[src/rtl/mem_arbiter.sv]
// Memory arbiter: serialises loader, instruction-fetch and data-port
// accesses onto a single sdram_ctl command port. Loader has fixed top
// priority; fetch and data share the remaining slot round-robin.
// Data accesses above DRAM_LAST are answered locally without touching SDRAM.
module mem_arbiter #(
  parameter int WORD_WIDTH = 16,
  parameter int DRAM_ADDR_WIDTH = 25,
  parameter logic [WORD_WIDTH-1:0] DRAM_LAST = 16'hF7FF,
  parameter int TIMEOUT_CYCLES = 255
) (
  input  logic                       clk,
  input  logic                       rst,
  input  logic                       ld_req,
  input  logic [WORD_WIDTH-1:0]      ld_addr,
  input  logic [WORD_WIDTH-1:0]      ld_wdata,
  output logic                       ld_ack,
  input  logic                       if_req,
  input  logic [WORD_WIDTH-1:0]      if_addr,
  output logic                       if_ack,
  output logic [WORD_WIDTH-1:0]      if_rdata,
  input  logic                       dm_req,
  input  logic                       dm_we,
  input  logic [WORD_WIDTH-1:0]      dm_addr,
  input  logic [WORD_WIDTH-1:0]      dm_wdata,
  output logic                       dm_ack,
  output logic [WORD_WIDTH-1:0]      dm_rdata,
  output logic                       ctl_req,
  output logic                       ctl_we,
  output logic [DRAM_ADDR_WIDTH-1:0] ctl_addr,
  output logic [WORD_WIDTH-1:0]      ctl_wdata,
  input  logic [WORD_WIDTH-1:0]      ctl_rdata,
  input  logic                       ctl_done,
  output logic                       busy,
  output logic                       err
);

  // Counter is at least 8 bits and grows if a longer timeout is configured.
  localparam int CNT_W = ($clog2(TIMEOUT_CYCLES + 1) > 8) ? $clog2(TIMEOUT_CYCLES + 1) : 8;
  localparam logic [CNT_W-1:0] CNT_LAST = CNT_W'(TIMEOUT_CYCLES - 1);
  localparam logic [CNT_W-1:0] CNT_MAX  = '1;

  typedef enum logic [1:0] {IDLE, ISSUE, WAIT, RESP} state_t;
  typedef enum logic [1:0] {G_LD, G_IF, G_DM} gnt_t;

  state_t           state;
  gnt_t             gnt;
  logic             last_dm;   // 1: data port was served most recently
  logic [CNT_W-1:0] wait_cnt;

  logic                  pick_if, pick_dm, tmo;
  logic [WORD_WIDTH-1:0] fin_data;

  // Arbitration and completion selection for the current cycle.
  always_comb begin
    pick_if  = !ld_req && if_req && (!dm_req || last_dm);
    pick_dm  = !ld_req && dm_req && (!if_req || !last_dm);
    tmo      = (wait_cnt >= CNT_LAST);
    fin_data = ctl_done ? ctl_rdata : '1;
  end

  // Main FSM; every output is registered here.
  always_ff @(posedge clk or negedge rst) begin
    if (!rst) begin
      state     <= IDLE;
      gnt       <= G_LD;
      last_dm   <= 1'b1;
      wait_cnt  <= '0;
      ld_ack    <= 1'b0;
      if_ack    <= 1'b0;
      dm_ack    <= 1'b0;
      if_rdata  <= '0;
      dm_rdata  <= '0;
      ctl_req   <= 1'b0;
      ctl_we    <= 1'b0;
      ctl_addr  <= '0;
      ctl_wdata <= '0;
      busy      <= 1'b0;
      err       <= 1'b0;
    end else begin
      case (state)
        IDLE: begin
          if (ld_req) begin
            gnt       <= G_LD;
            ctl_we    <= 1'b1;
            ctl_addr  <= DRAM_ADDR_WIDTH'(ld_addr);
            ctl_wdata <= ld_wdata;
            ctl_req   <= 1'b1;
            busy      <= 1'b1;
            state     <= ISSUE;
          end else if (pick_if) begin
            gnt       <= G_IF;
            ctl_we    <= 1'b0;
            ctl_addr  <= DRAM_ADDR_WIDTH'(if_addr);
            ctl_wdata <= '0;
            ctl_req   <= 1'b1;
            busy      <= 1'b1;
            state     <= ISSUE;
          end else if (pick_dm) begin
            gnt  <= G_DM;
            busy <= 1'b1;
            if (dm_addr <= DRAM_LAST) begin
              ctl_we    <= dm_we;
              ctl_addr  <= DRAM_ADDR_WIDTH'(dm_addr);
              ctl_wdata <= dm_wdata;
              ctl_req   <= 1'b1;
              state     <= ISSUE;
            end else begin
              // Unmapped: writes vanish, reads return zero, no SDRAM traffic.
              dm_ack   <= 1'b1;
              dm_rdata <= '0;
              state    <= RESP;
            end
          end
        end
        ISSUE: begin
          ctl_req  <= 1'b0;
          wait_cnt <= '0;
          state    <= WAIT;
        end
        WAIT: begin
          if (ctl_done || tmo) begin
            case (gnt)
              G_IF: begin
                if_rdata <= fin_data;
                if_ack   <= 1'b1;
              end
              G_DM: begin
                dm_rdata <= fin_data;
                dm_ack   <= 1'b1;
              end
              default: ld_ack <= 1'b1;
            endcase
            err   <= !ctl_done;
            state <= RESP;
          end else if (wait_cnt != CNT_MAX) begin
            wait_cnt <= wait_cnt + CNT_W'(1);
          end
        end
        RESP: begin
          ld_ack   <= 1'b0;
          if_ack   <= 1'b0;
          dm_ack   <= 1'b0;
          err      <= 1'b0;
          busy     <= 1'b0;
          wait_cnt <= '0;
          if (gnt == G_IF) last_dm <= 1'b0;
          if (gnt == G_DM) last_dm <= 1'b1;
          state <= IDLE;
        end
        default: state <= IDLE;
      endcase
    end
  end

endmodule

[config.mk]
export PLATFORM = sky130hd
export DESIGN_NAME = mem_arbiter
export DESIGN_NICKNAME = d
export VERILOG_FILES = /design/src/rtl/mem_arbiter.sv
export SDC_FILE = /design/constraint.sdc
export NUM_CORES = 1
export LEC_CHECK = 0
export ABC_AREA = 1
export BUFFER_PORTS_ARGS = -buffer_cell sky130_fd_sc_hd__buf_4
export CAP_MARGIN = 20
export CORE_AREA = 2 2 97 117
export CTS_CLUSTER_DIAMETER = 120
export DETAILED_ROUTE_END_ITERATION = 12
export DIE_AREA = 0 0 99 119
export PLACE_DENSITY = 0.73
export SLEW_MARGIN = 20
export SYNTH_ARGS = -nofsm -noshare
export SYNTH_HDL_FRONTEND = slang
export SYNTH_SLANG_ARGS = --single-unit
[constraint.sdc]
create_clock -name clk -period 5 [get_ports clk]
set_input_delay 0.5 -clock clk [delete_from_list [all_inputs] [get_ports clk]]
set_output_delay 0.5 -clock clk [all_outputs]
set_load 0.01 [all_outputs]
==> flow_metrics.env <==
export IMPL_synthToLayoutAreaGrowth_pct=33.1
export IMPL_max_slew_margin_pct=39.7
export IMPL_hold_viol=0
export IMPL_critPathRequiredTime_ns=5.22
export IMPL_rsz0062_at_grt="false"
export IMPL_antenna_cells=0
export IMPL_clk_pin_slew_ns=0.06
export IMPL_place_inst=898
export IMPL_clockBufferDepth=2
export IMPL_drt_pass1_iterations=4
export IMPL_clock_latency_ns=0.33
export IMPL_num_rows=42
export IMPL_grt_max_degree=85
export IMPL_synth_warnings=0
export IMPL_startpoint_type="flip-flop"
export IMPL_dp_hpwl_mm=8.80
export IMPL_synthArstFlopShare_pct=100
export IMPL_cts_hold_buffers_added=0
export IMPL_drv_cap=0
export IMPL_yosys_area_top_type="dfrtp_1"
export IMPL_num_vias=4376
export IMPL_drt_iter0_markers=187
export IMPL_arrival_ns=2.89
export IMPL_finClkSkew_ns=0.00498
export IMPL_cts_made_buffers=9
export IMPL_synth_avg_cell_area_um2=7.56
export IMPL_totalWireLength_mm=11.9
export IMPL_r2r_start="state[0]$_DFFE_PN0P_"
export IMPL_cts_resized_gates=0
export IMPL_holdCritPathClass="input port to asynchronous set/reset pin"
export IMPL_period_needed_ns=2.67
export IMPL_grt_overflow_total=0
export IMPL_fin_hold_ws_ns=0.181
export IMPL_timing_fmax_mhz=375
export IMPL_final_common_cell="nand2_1"
export IMPL_io_buffers=173
export IMPL_grt_pass1_vias=4056
export IMPL_reg2regPathDepth=7
export IMPL_ios=183
export IMPL_ir_worst_vdd_mv=0.179
export IMPL_root_buffer="clkbuf_16"
export IMPL_globalplace_congestion=0.836
export IMPL_setup_slack_ns=2.33
export IMPL_yosysUniqueCellTypes=34
export IMPL_dieArea_um2=11800
export IMPL_layout_nets=890
export IMPL_syn_area_um2=4690
export IMPL_ys_seq_area_share_pct=44.9
export IMPL_preCtsSetupSlack_ns=2.27
export IMPL_initial_core_util_pct=43.5
export IMPL_setup_tns_final_ns=0
export IMPL_cts_sinks=84
export IMPL_cellPowerDensity_nw_per_um2=539
export IMPL_drc=0
export IMPL_wire_per_inst_um=13.0
export IMPL_path_class="flip-flop to flip-flop"
export IMPL_rrSetupSlack_ns=2.33
export IMPL_yosys_most_used_dff="dfrtp_1"
export IMPL_dieHeight_um=119
export IMPL_vias_per_cell=4.79
export IMPL_fp_dieW_um=99
export IMPL_num_fill_cells=986
export IMPL_antenna_found_initial=0
export IMPL_drive_above_1_share_pct=30.6
export IMPL_r2r_end="dm_rdata[3]$_DFFE_PN0P_"
export IMPL_maxSlewViolCount=0
export IMPL_synth_area_top_cells="dfrtp_1 (44%), nand2_1 (23%), o21ai_0 (4.1%)"
export IMPL_ys_ff_latch=84
export IMPL_synthCells=620
export IMPL_layout_common_cells="nand2_1 (291), buf_4 (172), dfrtp_1 (83)"
export IMPL_min_period_over_period_pct=53.4
export IMPL_tightest_slew_ns=0.902
export IMPL_core_area_um2=10800
export IMPL_synth_top_area_share_pct=44.3
export IMPL_cp_max_fo=36
export IMPL_ant_nets=0
export IMPL_status="complete, no violations"
export IMPL_grt_pass1_wl_mm=19.2
export IMPL_cts_max_level=3
export IMPL_tritoncts="yes"
export IMPL_setup_viol=0
export IMPL_fin_cells=914
export IMPL_p_leak_nw=3.44
export IMPL_grt_total_usage_pct=20.2
export IMPL_cts_setup_buffers=0
export IMPL_synth_edf_count=0
export IMPL_end_kind="flip-flop"
[layout make-up]
type	count	area (um2)	area share [%]
multi-input cells	469	2230	35.7
flip-flops and latches	84	2100	33.7
repair buffers	173	1300	20.9
clock buffers	13	270	4.33
well taps	132	165	2.65
inverters	40	151	2.42
clock inverters	3	20.0	0.321
[Yosys cell counts, types with 8 or more instances]
library cell,n
o21ai_0,38
buf_2,11
buf_4,12
nand2_1,291
o21ai_1,11
o21bai_1,8
dfrtp_1,83
inv_1,35
or2_2,19
nand3_1,33
ha_1,10
o21bai_2,10
nor2_1,16
[critical path: stages (launching register included)]
cell	delay [ns]
dfrtp_1	0.43
inv_1	0.12
ha_1	0.35
inv_2	0.31
o21ai_0	0.24
nand3_1	0.65
o21bai_1	0.36
nand2_1	0.07
[kinds of logic after synthesis]
| family | share of synthesized area [%] |
|---|---|
| other cells | 0.0800 |
| xor+xnor | 0.560 |
| buf+inv | 8.22 |
| simple gates | 34.4 |
| compound gates | 9.18 |
| flops | 44.9 |
| fa+ha+maj | 2.67 |
[state kept, by name, indices dropped and copies added, names as in the netlist]
name and cells:
state 2, wait_cnt 8, ctl_we 1, if_ack 1, dm_rdata 16, err 1
gnt 2, ctl_wdata 16, busy 1, dm_ack 1, last_dm 1, ctl_req 1
if_rdata 16, ctl_addr 16, ld_ack 1
[power by group]
group	switching, W	total [W]	internal (W)
registers	0.000177	0.00116	0.000979
logic	0.000891	0.00157	0.000681
clock network	0.000261	0.000638	0.000376
[through the flow]
stage / power [W] / area, um2 / util, %
after global placement: 0.00270 / 5950 / 55.2
final: 0.00337 / 6240 / 58.0
after floorplan: 0.00210 / 4720 / -
after global routing: 0.00362 / 6240 / 58.0
after detailed placement: 0.00276 / 5950 / 55.2
after CTS: 0.00340 / 6240 / 57.9
[worst max path at each step]
stage / start / to / slack [ns]
floorplan: state[0]$_DFFE_PN0P_ / dm_rdata[10]$_DFFE_PN0P_ / 3.31
global placement: if_req / ctl_req$_DFFE_PN0P_ / 2.43
detailed placement: if_req / ctl_addr[7]$_DFFE_PN0P_ / 2.27
CTS: state[0]$_DFFE_PN0P_ / dm_rdata[8]$_DFFE_PN0P_ / 2.36
global route: state[0]$_DFFE_PN0P_ / dm_rdata[3]$_DFFE_PN0P_ / 2.10
finish: state[0]$_DFFE_PN0P_ / dm_rdata[3]$_DFFE_PN0P_ / 2.33
[metal layers]
metal / vias to the layer above / wire (um) / GRT usage [%]
met4: 0 / 257 / 7.45
met3: 18 / 718 / 4.75
li1: 2218 / - / -
met5: - / 0 / 0
met1: 2001 / 5010 / 25.6
met2: 139 / 5870 / 33.4
No activity file was read; power rests on OpenSTA's default activity.
